--- src/rtl/sync_tx_arbiter.sv ---
// sync_tx_arbiter: round-robin sharing of one enable-qualified crossing, sequencing setup/hold/gap per word
module sync_tx_arbiter #(
  parameter int BUS_WIDTH   = 8,
  parameter int NUM_REQ     = 4,
  parameter int HOLD_CYCLES = 3,
  parameter int GAP_CYCLES  = 3
) (
  input  logic                         CLK,
  input  logic                         RST,
  input  logic [NUM_REQ-1:0]           req,
  input  logic [NUM_REQ*BUS_WIDTH-1:0] req_data,
  output logic [NUM_REQ-1:0]           ack,
  output logic [BUS_WIDTH-1:0]         unsync_bus,
  output logic                         bus_enable,
  output logic                         busy
);
  localparam int CMAX = HOLD_CYCLES > GAP_CYCLES ? HOLD_CYCLES : GAP_CYCLES;
  localparam int CW   = CMAX > 1 ? $clog2(CMAX) : 1;
  localparam int PW   = NUM_REQ > 1 ? $clog2(NUM_REQ) : 1;
  typedef enum logic [1:0] {IDLE, SETUP, HOLD, GAP} state_t;
  state_t               r_state;
  logic [CW-1:0]        r_cnt;
  logic [PW-1:0]        r_ptr;
  logic [2*NUM_REQ-1:0] w_dbl;
  logic [PW-1:0]        w_off, w_win, w_ptr_nxt;
  logic [PW:0]          w_sum;
  logic [NUM_REQ-1:0]   w_onehot;
  logic [BUS_WIDTH-1:0] w_data;
  // rotate requests so the pointer sits at bit 0; lowest set bit is the winner's offset
  always_comb begin
    w_dbl = {req, req} >> r_ptr;
    w_off = '0;
    for (int k = NUM_REQ - 1; k >= 0; k--)
      if (w_dbl[k]) w_off = PW'(k);
    w_sum     = {1'b0, r_ptr} + {1'b0, w_off};
    w_win     = w_sum >= (PW+1)'(NUM_REQ) ? PW'(w_sum - (PW+1)'(NUM_REQ)) : PW'(w_sum);
    w_ptr_nxt = w_win == PW'(NUM_REQ - 1) ? '0 : w_win + 1'b1;
    w_onehot  = NUM_REQ'(1) << w_win;
    w_data    = '0;
    for (int i = 0; i < NUM_REQ; i++)
      w_data = w_data | (w_onehot[i] ? req_data[i*BUS_WIDTH +: BUS_WIDTH] : '0);
  end
  always_ff @(posedge CLK) begin
    if (RST) begin
      r_state    <= IDLE;
      r_cnt      <= '0;
      r_ptr      <= '0;
      ack        <= '0;
      unsync_bus <= '0;
      bus_enable <= 1'b0;
      busy       <= 1'b0;
    end else begin
      ack <= '0;
      case (r_state)
        IDLE: if (|req) begin
          unsync_bus <= w_data;
          ack        <= w_onehot;
          r_ptr      <= w_ptr_nxt;
          busy       <= 1'b1;
          r_state    <= SETUP;
        end
        SETUP: begin
          bus_enable <= 1'b1;
          r_cnt      <= CW'(HOLD_CYCLES - 1);
          r_state    <= HOLD;
        end
        HOLD: if (r_cnt == '0) begin
          bus_enable <= 1'b0;
          r_cnt      <= CW'(GAP_CYCLES - 1);
          r_state    <= GAP;
        end else r_cnt <= r_cnt - 1'b1;
        GAP: if (r_cnt == '0) begin
          busy    <= 1'b0;
          r_state <= IDLE;
        end else r_cnt <= r_cnt - 1'b1;
        default: r_state <= IDLE;
      endcase
    end
  end
endmodule

--- config.mk ---
export PLATFORM = sky130hd
export DESIGN_NAME = sync_tx_arbiter
export DESIGN_NICKNAME = d
export VERILOG_FILES = /design/src/rtl/sync_tx_arbiter.sv
export SDC_FILE = /design/constraint.sdc
export NUM_CORES = 1
export LEC_CHECK = 0
export BUFFER_PORTS_ARGS = -buffer_cell sky130_fd_sc_hd__clkbuf_2
export CAP_MARGIN = 20
export CORE_MARGIN = 4
export CORE_UTILIZATION = 47
export CTS_CLUSTER_DIAMETER = 80
export CTS_CLUSTER_SIZE = 20
export DETAILED_ROUTE_END_ITERATION = 7
export GPL_TIMING_DRIVEN = 0
export PLACE_DENSITY = 0.8
export SLEW_MARGIN = 20
export SYNTH_ARGS = -nofsm -noshare
export SYNTH_HDL_FRONTEND = slang
export SYNTH_SLANG_ARGS = --single-unit
--- constraint.sdc ---
create_clock -name CLK -period 3 [get_ports CLK]
set_clock_uncertainty 0.05 [all_clocks]
set_input_delay 0.3 -clock CLK [delete_from_list [all_inputs] [get_ports CLK]]
set_output_delay 0.3 -clock CLK [all_outputs]
set_load 0.005 [all_outputs]
======== After elaboration in Yosys (flattened, before gate mapping) ========
Index checks and enable logic that the tools add are counted.
operators by class
  shift operators ......................... 2
  eq/ne operators ......................... 8
  reductions and logical operators ........ 12
  $add $sub $neg .......................... 4
  bitwise logic cells ..................... 5
  muxes and demuxes ....................... 21
  magnitude comparators ................... 1
operators by type and width
  kind                                                      count
  two-way mux 8 bit                                         4
  bitwise OR 8 bit                                          3
  two-way mux 2 bit                                         11
  != test 2 bit, second input constant                      4
  one-hot mux 2 bit (4 select lines)                        1
  >> shifter 8 x 2 -> 4 bit                                 1
  equality test 2 bit, second input constant                3
  one-hot mux 2 bit (3 select lines)                        1
  AND reduction 2 bit                                       3
  AND reduction 3 bit                                       2
  logical NOT 2 bit                                         2
  one-hot mux 1 bit (2 select lines)                        2
  nonzero test 2 bit                                        2
  OR reduction 4 bit                                        1
  << shifter 1 x 2 -> 4 bit, first input constant           1
  subtractor 2 x 1 -> 2 bit, second input constant          2
  adder 2 x 2 -> 3 bit                                      1
  greater-or-equal comparator 3 bit, second input constant  1
  nonzero test 3 bit                                        1
  OR reduction 3 bit                                        1
  adder 2 x 1 -> 2 bit, second input constant               1
  equality test 2 x 1 -> 1 bit, second input constant       1
  two-way mux 1 bit                                         2
  inverter 1 bit                                            2
word-level totals
  input port bits ......................... 38
  flip-flop bits (word level) ............. 20
  output and inout bits ................... 14

======== Longest topological paths before layout ========
Gate-level depths: netlist of the first run.
  depth after elaboration ................. 13
  gate-level depth with buffers ........... 13
  gate-level depth less buffers ........... 11

======== Least setup slack after synthesis of the first run ========
Ideal clock, no wire load.
  path type ............................... register -> register
  start point ............................. reg r_ptr[0]
  end point ............................... reg unsync_bus[3]
  library setup time ...................... 0.088 ns
  stages on the path, launching flop included .. 11
  period minus slack after synthesis ...... 2.512 ns
  path buffers ............................ 2
  path slack .............................. 0.488 ns
  required time ........................... 2.862 ns
  arrival ................................. 2.374 ns
  cells stage by stage .................... dfxtp_1 buf_2 or4_1 o2111ai_1 ha_1 xnor2_1 xor2_1 ha_1 buf_1 a22oi_1 a311oi_2
between the ends
  elaborated cells on any way between the ends .. 17
  those cells by class .................... add/sub: 2; order compare: 1; shift: 2; mux: 9; bitwise: 3
RTL lines
  element                                                                         line  text
  start: declaration                                                              23    logic [PW-1:0] r_ptr;
  start signal: assignment                                                        58    r_ptr <= w_ptr_nxt;
  >> shifter 8 x 2 -> 4 bit                                                       31    w_dbl = {req, req} >> r_ptr;
  two-way mux 2 bit (4 in series)                                                 34    if (w_dbl[k]) w_off = PW'(k);
  adder 2 x 2 -> 3 bit *                                                          35    w_sum = {1'b0, r_ptr} + {1'b0, w_off};
  greater-or-equal comparator 3 bit or subtractor 2 x 1 -> 2 bit (tied branches)  36    w_win = w_sum >= (PW+1)'(NUM_REQ) ? PW'(w_sum - (PW+1)'(NUM_REQ)) : PW'(w_sum);
  two-way mux 2 bit *                                                             36
  << shifter 1 x 2 -> 4 bit *                                                     38    w_onehot = NUM_REQ'(1) << w_win;
  named net w_onehot[3]                                                           27    logic [NUM_REQ-1:0] w_onehot;
  two-way mux 8 bit *                                                             41    w_data = w_data | (w_onehot[i] ? req_data[i*BUS_WIDTH +: BUS_WIDTH] : '0);
  bitwise OR 8 bit *                                                              41
  end signal: assignment                                                          56    unsync_bus <= w_data;
  end: declaration                                                                13    output logic [BUS_WIDTH-1:0] unsync_bus,
The timed path passes the listed nets; every way through them passes the cells marked *.
A chain may end at the register's enable or synchronous reset.

======== Worst setup path in the final report of the first run ========
  start point ............................. reg r_ptr[0]
  end point ............................... reg unsync_bus[1]
between the ends
  cells in the longest elaborated chain, start to end .. 13
  elaborated cells on any way between the ends .. 17
  those cells by class .................... add/sub: 2; order compare: 1; shift: 2; mux: 9; bitwise: 3
ends and longest elaborated chain
  element                                                                         line
  >> shifter 8 x 2 -> 4 bit                                                       31
  two-way mux 2 bit (4 in series)                                                 34
  adder 2 x 2 -> 3 bit *                                                          35
  greater-or-equal comparator 3 bit or subtractor 2 x 1 -> 2 bit (tied branches)  36
  two-way mux 2 bit *                                                             36
  << shifter 1 x 2 -> 4 bit *                                                     38
  named net w_onehot[1]                                                           27
  two-way mux 8 bit *                                                             41
  bitwise OR 8 bit * (3 in series)                                                41
Marked as above.

==> results.txt, run 1 <==
At the end of the flow the core is filled with cells to 0.6171. Across the VDD grid, the largest voltage drop is 844.6 uV. Yosys attributes the largest share of cell area to sky130_fd_sc_hd__dfxtp_1, sky130_fd_sc_hd__ha_1, sky130_fd_sc_hd__a22oi_1. The routed design has 3.064 mm of wire.

The wire length per cell came out at 14.19 um. Including well taps, the total number of placed cells is 216. The top cell type's share of synthesized area is 0.3226.

The global route total overflow came out at 0. The sequential-to-total area share from yosys stat came out at 0.3226. The number of antenna violations at the first check in global routing came out at 0. Across the whole layout, storage elements account for approximately 400 sq um. The register clock-pin slew on the reported worst setup and hold paths came out at 120 ps. The number of inserted diodes came out at 0. The number of clock sinks came out at 20.

STA classifies the critical path endpoint as a register. The first TritonRoute pass finished after 4 iterations. The Yosys step of the flow raised 0 warnings. The worst hold margin is 154.3 ps. Setup repair after global routing left no endpoint under its margin. The fraction of registers with async set or reset after synthesis is 0. The chip height came out at approximately 59 um. TritonCTS built the clock tree. In the global route stage, overall resource usage came out at 0.1860. The post-route total power is between 1.5 and 2 mW. The signal on the critical path passes through buf_2, or4_1, o2111ai_1, ha_1, xnor2_1, xnor2_1, ha_1, a22oi_1, a311oi_1. Across the run, the number of max-cap violations was 0. The number of clock buffers added by TritonCTS is 3. The final routed DRC violation total came out at 0. The critical path is of the register to register type. The leakage component of the power came out at roughly 0.7 nW. The worst setup path is launched from a register. The number of vias per cell after detailed routing is between 5 and 6. The number of standard-cell rows in the floorplan came out at 18. The classification of the worst-slack hold path is primary input to register. The final period demand of the worst path is 2745 ps.

The synthesized net count is 187. The number of buffers inserted by hold repair at cts came out at 0. The transition at the pin with the smallest max-transition slack came out at 480.0 ps. The share of the clock period used by the worst path came out at 0.9151. After the flow finishes, the layout carries non-filler instances totaling 216. The count of pins on the block boundary came out at 52. The number of hold violations in the final report came out at 0. The final worst setup slack is between 200 and 300 ps.

Headroom to the max-slew limit came out at 0.6800. On the worst path, the slowest cell contributes a delay of 530 ps. The global-route wire length before repair came out at 5.133 mm. The count of nets after finishing came out at 236. The total of buffers placed on input and output ports came out at 48. The die outline area came out at between 3000 and 4000 sq um. The final count of negative-setup-slack endpoints is 0.

Along the worst hold path, the cell count comes to 2. The pin count of the biggest net entering global routing came out at 12. The share of cells above drive strength 1 came out at 0.3495. The power density normalized to cell area came out at 1051 nW/um^2. The via count of the first global-routing pass came out at 1178. The estimated wirelength of the detail-placed design is 2.434 mm. In this run the deepest clock path goes through 2 buffers.

The critical path required time is 3160 ps. The most common cell in the synthesized netlist is sky130_fd_sc_hd__nor2_1. For this run, the leading register cell type out of synthesis is sky130_fd_sc_hd__dfxtp_1.

The core footprint is 2500 sq um. The launch point of the worst path is r_ptr[0]. The area of the multi-input gates came out at 747.0 sq um. Counting cells, the worst reg-to-reg path comes to 9. For the worst-skew pair, the clock arrives at the later sink with an insertion delay of 290 ps. The placed standard-cell area is 1519 sq um.

The maximum fanout encountered on the critical timing path came out at 10. The synthesized area came out at 1241 sq um. For this run, the top clock speed supported by timing is roughly 0.36 GHz. The floorplan step set the die width to 59.39 um. The number of nets still failing antenna checks after routing came out at 0. Summed over all instances, the cell type with the most area after synthesis is sky130_fd_sc_hd__dfxtp_1. The count of mapped cells out of synthesis is approximately 140.

The maximum level of the CTS H-tree came out at 1. Among all stages on the critical path, the largest delay is contributed by sky130_fd_sc_hd__or4_1. The mean area per synthesized cell is 8.994 sq um. In the final timing run, aggregate negative setup slack is 0 ps. The last weighted congestion value of the routability-driven placer came out at 0.7304.

The total via count in the routed design is 1177. The final-layout fill cell count is 234. The netlist uses 33 different library cells.

The run finished with clean final reports. For the worst setup path, the data arrival time is 2910 ps. The area growth from synthesis to layout came out at 24.29%. The design area came out at roughly 1500 sq um. The cell sitting at the root of the clock tree is a sky130_fd_sc_hd__clkbuf_4. By count the netlist is led by sky130_fd_sc_hd__nor2_1, sky130_fd_sc_hd__dfxtp_1, sky130_fd_sc_hd__a22oi_1, sky130_fd_sc_hd__ha_1. Counting flops with a built-in enable in the synthesized netlist gives 0.

The startpoint of the worst-slack reg-to-reg timing path is r_ptr[0]. The max-slew violation count came to 0. In this run, the number of DRC markers left after iteration 0 of detailed routing was 37. The launch instance of the worst min-delay path is RST.

The starting density of the core is 0.4965. The flip-flop and latch count after synthesis came out at 20. Before CTS, the worst setup slack after placement is 97.38 ps.
## report_power, final
group / total (mW) / switching, mW / internal (mW)
Clock: 0.155 / 0.0812 / 0.0738
Combinational: 1.03 / 0.568 / 0.462
Sequential: 0.436 / 0.0634 / 0.373
## layout by cell type (no fill, tap or decap), types with 2 or more instances in the layout
| cell type | n |
|---|---|
| sky130_fd_sc_hd__a211oi_1 | 2 |
| sky130_fd_sc_hd__a21oi_1 | 4 |
| sky130_fd_sc_hd__a22oi_1 | 17 |
| sky130_fd_sc_hd__a311oi_1 | 6 |
| sky130_fd_sc_hd__a311oi_2 | 3 |
| sky130_fd_sc_hd__and2_1 | 4 |
| sky130_fd_sc_hd__buf_2 | 2 |
| sky130_fd_sc_hd__buf_6 | 4 |
| sky130_fd_sc_hd__clkbuf_2 | 48 |
| sky130_fd_sc_hd__clkbuf_4 | 3 |
| sky130_fd_sc_hd__dfxtp_1 | 20 |
| sky130_fd_sc_hd__ha_1 | 10 |
| sky130_fd_sc_hd__inv_1 | 6 |
| sky130_fd_sc_hd__mux2i_1 | 3 |
| sky130_fd_sc_hd__nand2_1 | 3 |
| sky130_fd_sc_hd__nand2b_1 | 3 |
| sky130_fd_sc_hd__nor2_1 | 26 |
| sky130_fd_sc_hd__o21ai_0 | 2 |
| sky130_fd_sc_hd__o32ai_1 | 2 |
| sky130_fd_sc_hd__xnor2_1 | 2 |
## state kept, by name (all words and copies together), names as in the netlist
name        flops
ack             4
bus_enable      1
busy            1
r_cnt           2
r_ptr           2
r_state         2
unsync_bus      8
## final timing paths
check / to / slack [ps]
setup / recovery: unsync_bus[1] / 250
hold / removal: unsync_bus[4] / 150
setup reg to reg: unsync_bus[1] / 250
hold reg to reg: unsync_bus[2] / 450
## final cells by class
| cell class | instances | area share |
|---|---|---|
| clock buffer | 4 | 0.02352 |
| inverter | 6 | 0.01460 |
| tap | 30 | 0.02433 |
| multi-input combinational | 101 | 0.4842 |
| sequential | 20 | 0.2595 |
| timing repair buffer | 48 | 0.1557 |
| buffer | 7 | 0.03812 |
## cell families (layout without fill, tap and decap cells)
group           after synthesis  in the layout  synth area share
simple gates                 44             44            0.1845
compound gates               40             40            0.2591
flops                        20             20            0.3226
buf+inv                      17             65           0.07761
fa+ha+maj                    11             11            0.1109
xor+xnor                      3              3           0.02117
mux                           3              3           0.02419
## timing repair
item                                    in CTS  in global routing
resized for setup                            0                  1
setup buffers                                0                  0
endpoints found under the setup margin       0                  8
## routing by layer
metal  vias up  global-route usage  wire, um
met5         -                   0         0
met4         0             0.07120        27
met3         2             0.01525       130
met2        23              0.3354      1631
met1       556              0.2256      1275
li1        596                   -         -
## critical path, delay by kind of cell (launching register included)
kind | cells | cell delay, ps
xor gates and xnor gates | 2 | 350
buffers and inverters | 1 | 180
and+or+nand+nor | 1 | 530
AOI/OAI and AO/OA | 3 | 560
adders and majority gates | 2 | 640
DFF | 1 | 350
No activity file was read; power rests on OpenSTA's default activity.
==> run 2, diff against run 1 <==
==> config.mk (replaced) <==
export PLATFORM = sky130hd
export DESIGN_NAME = sync_tx_arbiter
export DESIGN_NICKNAME = d
export VERILOG_FILES = /design/src/rtl/sync_tx_arbiter.sv
export SDC_FILE = /design/constraint.sdc
export NUM_CORES = 1
export LEC_CHECK = 0
export CAP_MARGIN = 20
export CORE_MARGIN = 4
export CORE_UTILIZATION = 61
export CTS_CLUSTER_DIAMETER = 80
export CTS_CLUSTER_SIZE = 20
export DETAILED_ROUTE_END_ITERATION = 7
export DONT_BUFFER_PORTS = 1
export GPL_TIMING_DRIVEN = 0
export PLACE_DENSITY = 0.78
export SLEW_MARGIN = 20
export SYNTH_ARGS = -nofsm -noshare
export SYNTH_HDL_FRONTEND = slang
export SYNTH_SLANG_ARGS = --single-unit
==> results.txt, run 2 (synthesis gave the netlist of run 1 again) <==
The flow ran to the end, and the final reports show no timing, DRC or antenna violations. The amount of wire on met2 after detailed routing came out at 1.384 mm (-15%). The core footprint came to 1942 sq um (-22%). The transition at the pin with the smallest max-transition slack came out at 478.4 ps (-1.547 ps). The number of cell instances on the worst register-to-register path came to 9 (unchanged). The most prevalent standard cell on the critical path is sky130_fd_sc_hd__ha_1. The global-route wire length before repair was 4.305 mm (-16%). The worst setup path is launched from a register.

The classification of the worst-slack hold path is primary input to register. The register clock-pin slew on the reported worst setup and hold paths was 120 ps (about the same). The top metal layer carrying routed signals is met4. Ranked by flip-flop count, first place goes to unsync_bus. The number of antenna violations at the first check in global routing came out at 0 (unchanged). The global route total overflow was 0 (unchanged). The final worst setup slack came out at 295.5 ps (+40.87 ps). The startpoint of the worst-slack reg-to-reg timing path is r_ptr[0]. The part of the total power dissipated in the clock network is 0.136 (+0.040). The share of cells above drive strength 1 is 0.1232 (-0.2263). The cell-internal power is 0.9173 mW (+0.98%). The total via count in the routed design came out at 1017 (-14%). The number of buffers created by CTS came to 3 (unchanged).

The endpoint identified for the worst register-to-register timing path is unsync_bus[2]. The achievable clock frequency is 0.3698 GHz (+1.5%). The critical path required time is 3150 ps (about the same). The met3 wire length came out at 245 um (+88%). The last weighted congestion value of the routability-driven placer is 0.7703 (+5.5%).

The number of nets still failing antenna checks after routing came out at 0 (unchanged). The via count of the first global-routing pass came out at 954 (-19%). The delay of the slowest cell on the worst path was 520 ps (about the same).

The number of vias per cell after detailed routing is 6.164 (+13%). The die outline area came out at 2821 sq um (-20%). The horizontal die dimension is 53.11 um (-11%).

The maximum fanout encountered on the critical timing path came out at 10 (unchanged). The slowest stage of the critical path is the sky130_fd_sc_hd__or4_1 cell. The share of the core filled with cells is 0.6772 (+0.06007). The wire length per cell came out at 16.33 um (+15%). The number of cells on the worst hold path was 2 (unchanged). The count of pins on the block boundary is 52 (unchanged). The worst slack after detailed placement is 95.04 ps (-2.340 ps).

The length of the first detailed-routing pass in iterations is 4 (unchanged). The max-slew violation count came out at 0 (unchanged). The fraction of power consumed by sequential logic is 0.283 (+0.014).

The number of hold violations in the final report came to 0 (unchanged). The setup TNS after final layout came to 0 ps (unchanged). The library cell used most frequently in the layout, excluding fill and tap cells, is sky130_fd_sc_hd__nor2_1. The worst hold path begins at RST.

The maximum level of the CTS H-tree is 1 (unchanged). The worst-case vdd ir drop came to 631.7 uV (-25%). The area growth from synthesis to layout came out at 5.948%. The total setup buffers inserted after CTS came out at 0 (unchanged).

The final-layout fill cell count came out at 172 (-26%). The final period demand of the worst path came out at 2705 ps (-40.87 ps). The number of buffers on the longest clock path is 2 (unchanged). The area of all sequential standard cells was 400.4 sq um (unchanged). The final count of negative-setup-slack endpoints came to 0 (unchanged). The power density normalized to cell area is 1215 nW/um^2 (+16%).

The chip height came to 53.11 um (-11%). The flip-flop count of the largest register after layout is 8 (unchanged). The estimated wirelength of the detail-placed design came to 2.159 mm (-11%).

In the final layout, the registers with the most flip-flops are unsync_bus (8), ack (4). TritonCTS built the clock tree. The count of nets after finishing was 188 (-20%).

The starting density of the core is 0.6392 (+0.1427). The switching part of the total power came out at 0.4260 (-0.01349). The total of buffers placed on input and output ports is 0 (-100%). The area of the multi-input gates came out at 747.0 sq um (unchanged). The number of clock sinks is 20 (unchanged).

The signal on the critical path passes through buf_2, or4_1, o2111ai_1, ha_1, xnor2_1, xor2_1, ha_1, a22oi_1, a311oi_1. The data arrival time of the critical path came out at 2860 ps (-50 ps). The worst setup path is captured at a register. The logic gate share of total power was 0.580 (-0.055). The pin count of the biggest net entering global routing came to 13 (+1).

The share of the clock period used by the worst path is 0.9015 (-0.01362). The number of DRC markers after the initial detailed-route iteration is 12 (-68%). The total detailed-routing wirelength came out at 2.695 mm (-12%). The total net switching power is 0.6809 mW (-4.4%). The length of routed wiring on met1 is 1.051 mm (-18%). The clock root buffer is sky130_fd_sc_hd__clkbuf_4.

The leakage component of the power is 0.5173 nW (-28%). The number of inserted diodes came out at 0 (unchanged). The number of violations of the max-capacitance limit is 0 (unchanged). The worst slew margin relative to its limit is 0.6810 (+0.001032). The final routed DRC violation total came out at 0 (unchanged). The worst setup path category is register to register. The number of buffers and inverters on the critical path came out at 1 (unchanged). Setup repair after global routing left no endpoint under its margin. The number of standard-cell rows in the floorplan came out at 16 (-2). The clock insertion delay at the later pin of the skew report is 290 ps (about the same). The top cell types in the final layout, fill and taps aside, are sky130_fd_sc_hd__nor2_1, sky130_fd_sc_hd__dfxtp_1, sky130_fd_sc_hd__a22oi_1. The slack of the worst reg-to-reg path is 300 ps (+40 ps). The total routing usage reported by global routing was 0.2046 (+0.01863). Grouping stages by cell kind, the critical path spends the most delay in adder cells. The end of the worst hold path is unsync_bus[4].
[run 2: cell count changes in the layout (fill, tap and decap cells not counted), sizes merged]
cell and change:
clkbuf -49, bufinv +1
[run 2: what timing repair did]
| action | in CTS | in global routing |
|---|---|---|
| endpoints found under the setup margin | 0 | 9 |
| hold buffers | 0 | 0 |
| gates resized for setup | 0 | 1 |
[run 2: cell type report]
class,instances,share of cell area
multi-input combinational,101,0.5680
sequential,20,0.3045
buffer,7,0.04472
tap,27,0.02569
clock inverter,1,0.02284
clock buffer,3,0.01713
inverter,6,0.01713
[run 2: how the worst max path moves through the flow]
stage             start       endpoint  slack, ps  depth (start not counted)
2_1_floorplan  r_ptr[0]  unsync_bus[3]        490                         10
5_1_grt        r_ptr[0]  unsync_bus[1]         10                         10
6_report       r_ptr[0]  unsync_bus[2]        300                          9
3_5_place_dp   r_ptr[0]  unsync_bus[2]        100                         10
3_3_place_gp   r_ptr[0]  unsync_bus[7]        230                         10
4_1_cts        r_ptr[0]  unsync_bus[2]         60                         10
[run 2: power groups by stage]
stage | clock network, mW | registers [mW] | logic, mW
2_1_floorplan | 0 | 0.438 | 0.752
3_3_place_gp | 0 | 0.455 | 0.872
3_5_place_dp | 0 | 0.460 | 0.930
4_1_cts | 0.223 | 0.453 | 0.930
5_1_grt | 0.234 | 0.466 | 1.05
6_report | 0.218 | 0.453 | 0.927
[run 2: per-stage QoR]
| step | hold slack (ps) | cells | instance area (sq um) | total power [mW] |
|---|---|---|---|---|
| after global routing | 141.2 | 165 | 1315 | 1.749 |
| after detailed placement | 443.9 | 165 | 1275 | 1.390 |
| after global placement | 435.2 | 165 | 1275 | 1.327 |
| final | 149.5 | 165 | 1315 | 1.598 |
| after CTS | 140.5 | 169 | 1328 | 1.606 |
| after floorplan | 428.1 | 138 | 1241 | 1.190 |
[run 2: per-layer routing]
layer,GRT usage,vias up
li1,-,501
met5,0,-
met2,0.3678,40
met1,0.2427,473
met4,0.04681,0
met3,0.04789,3
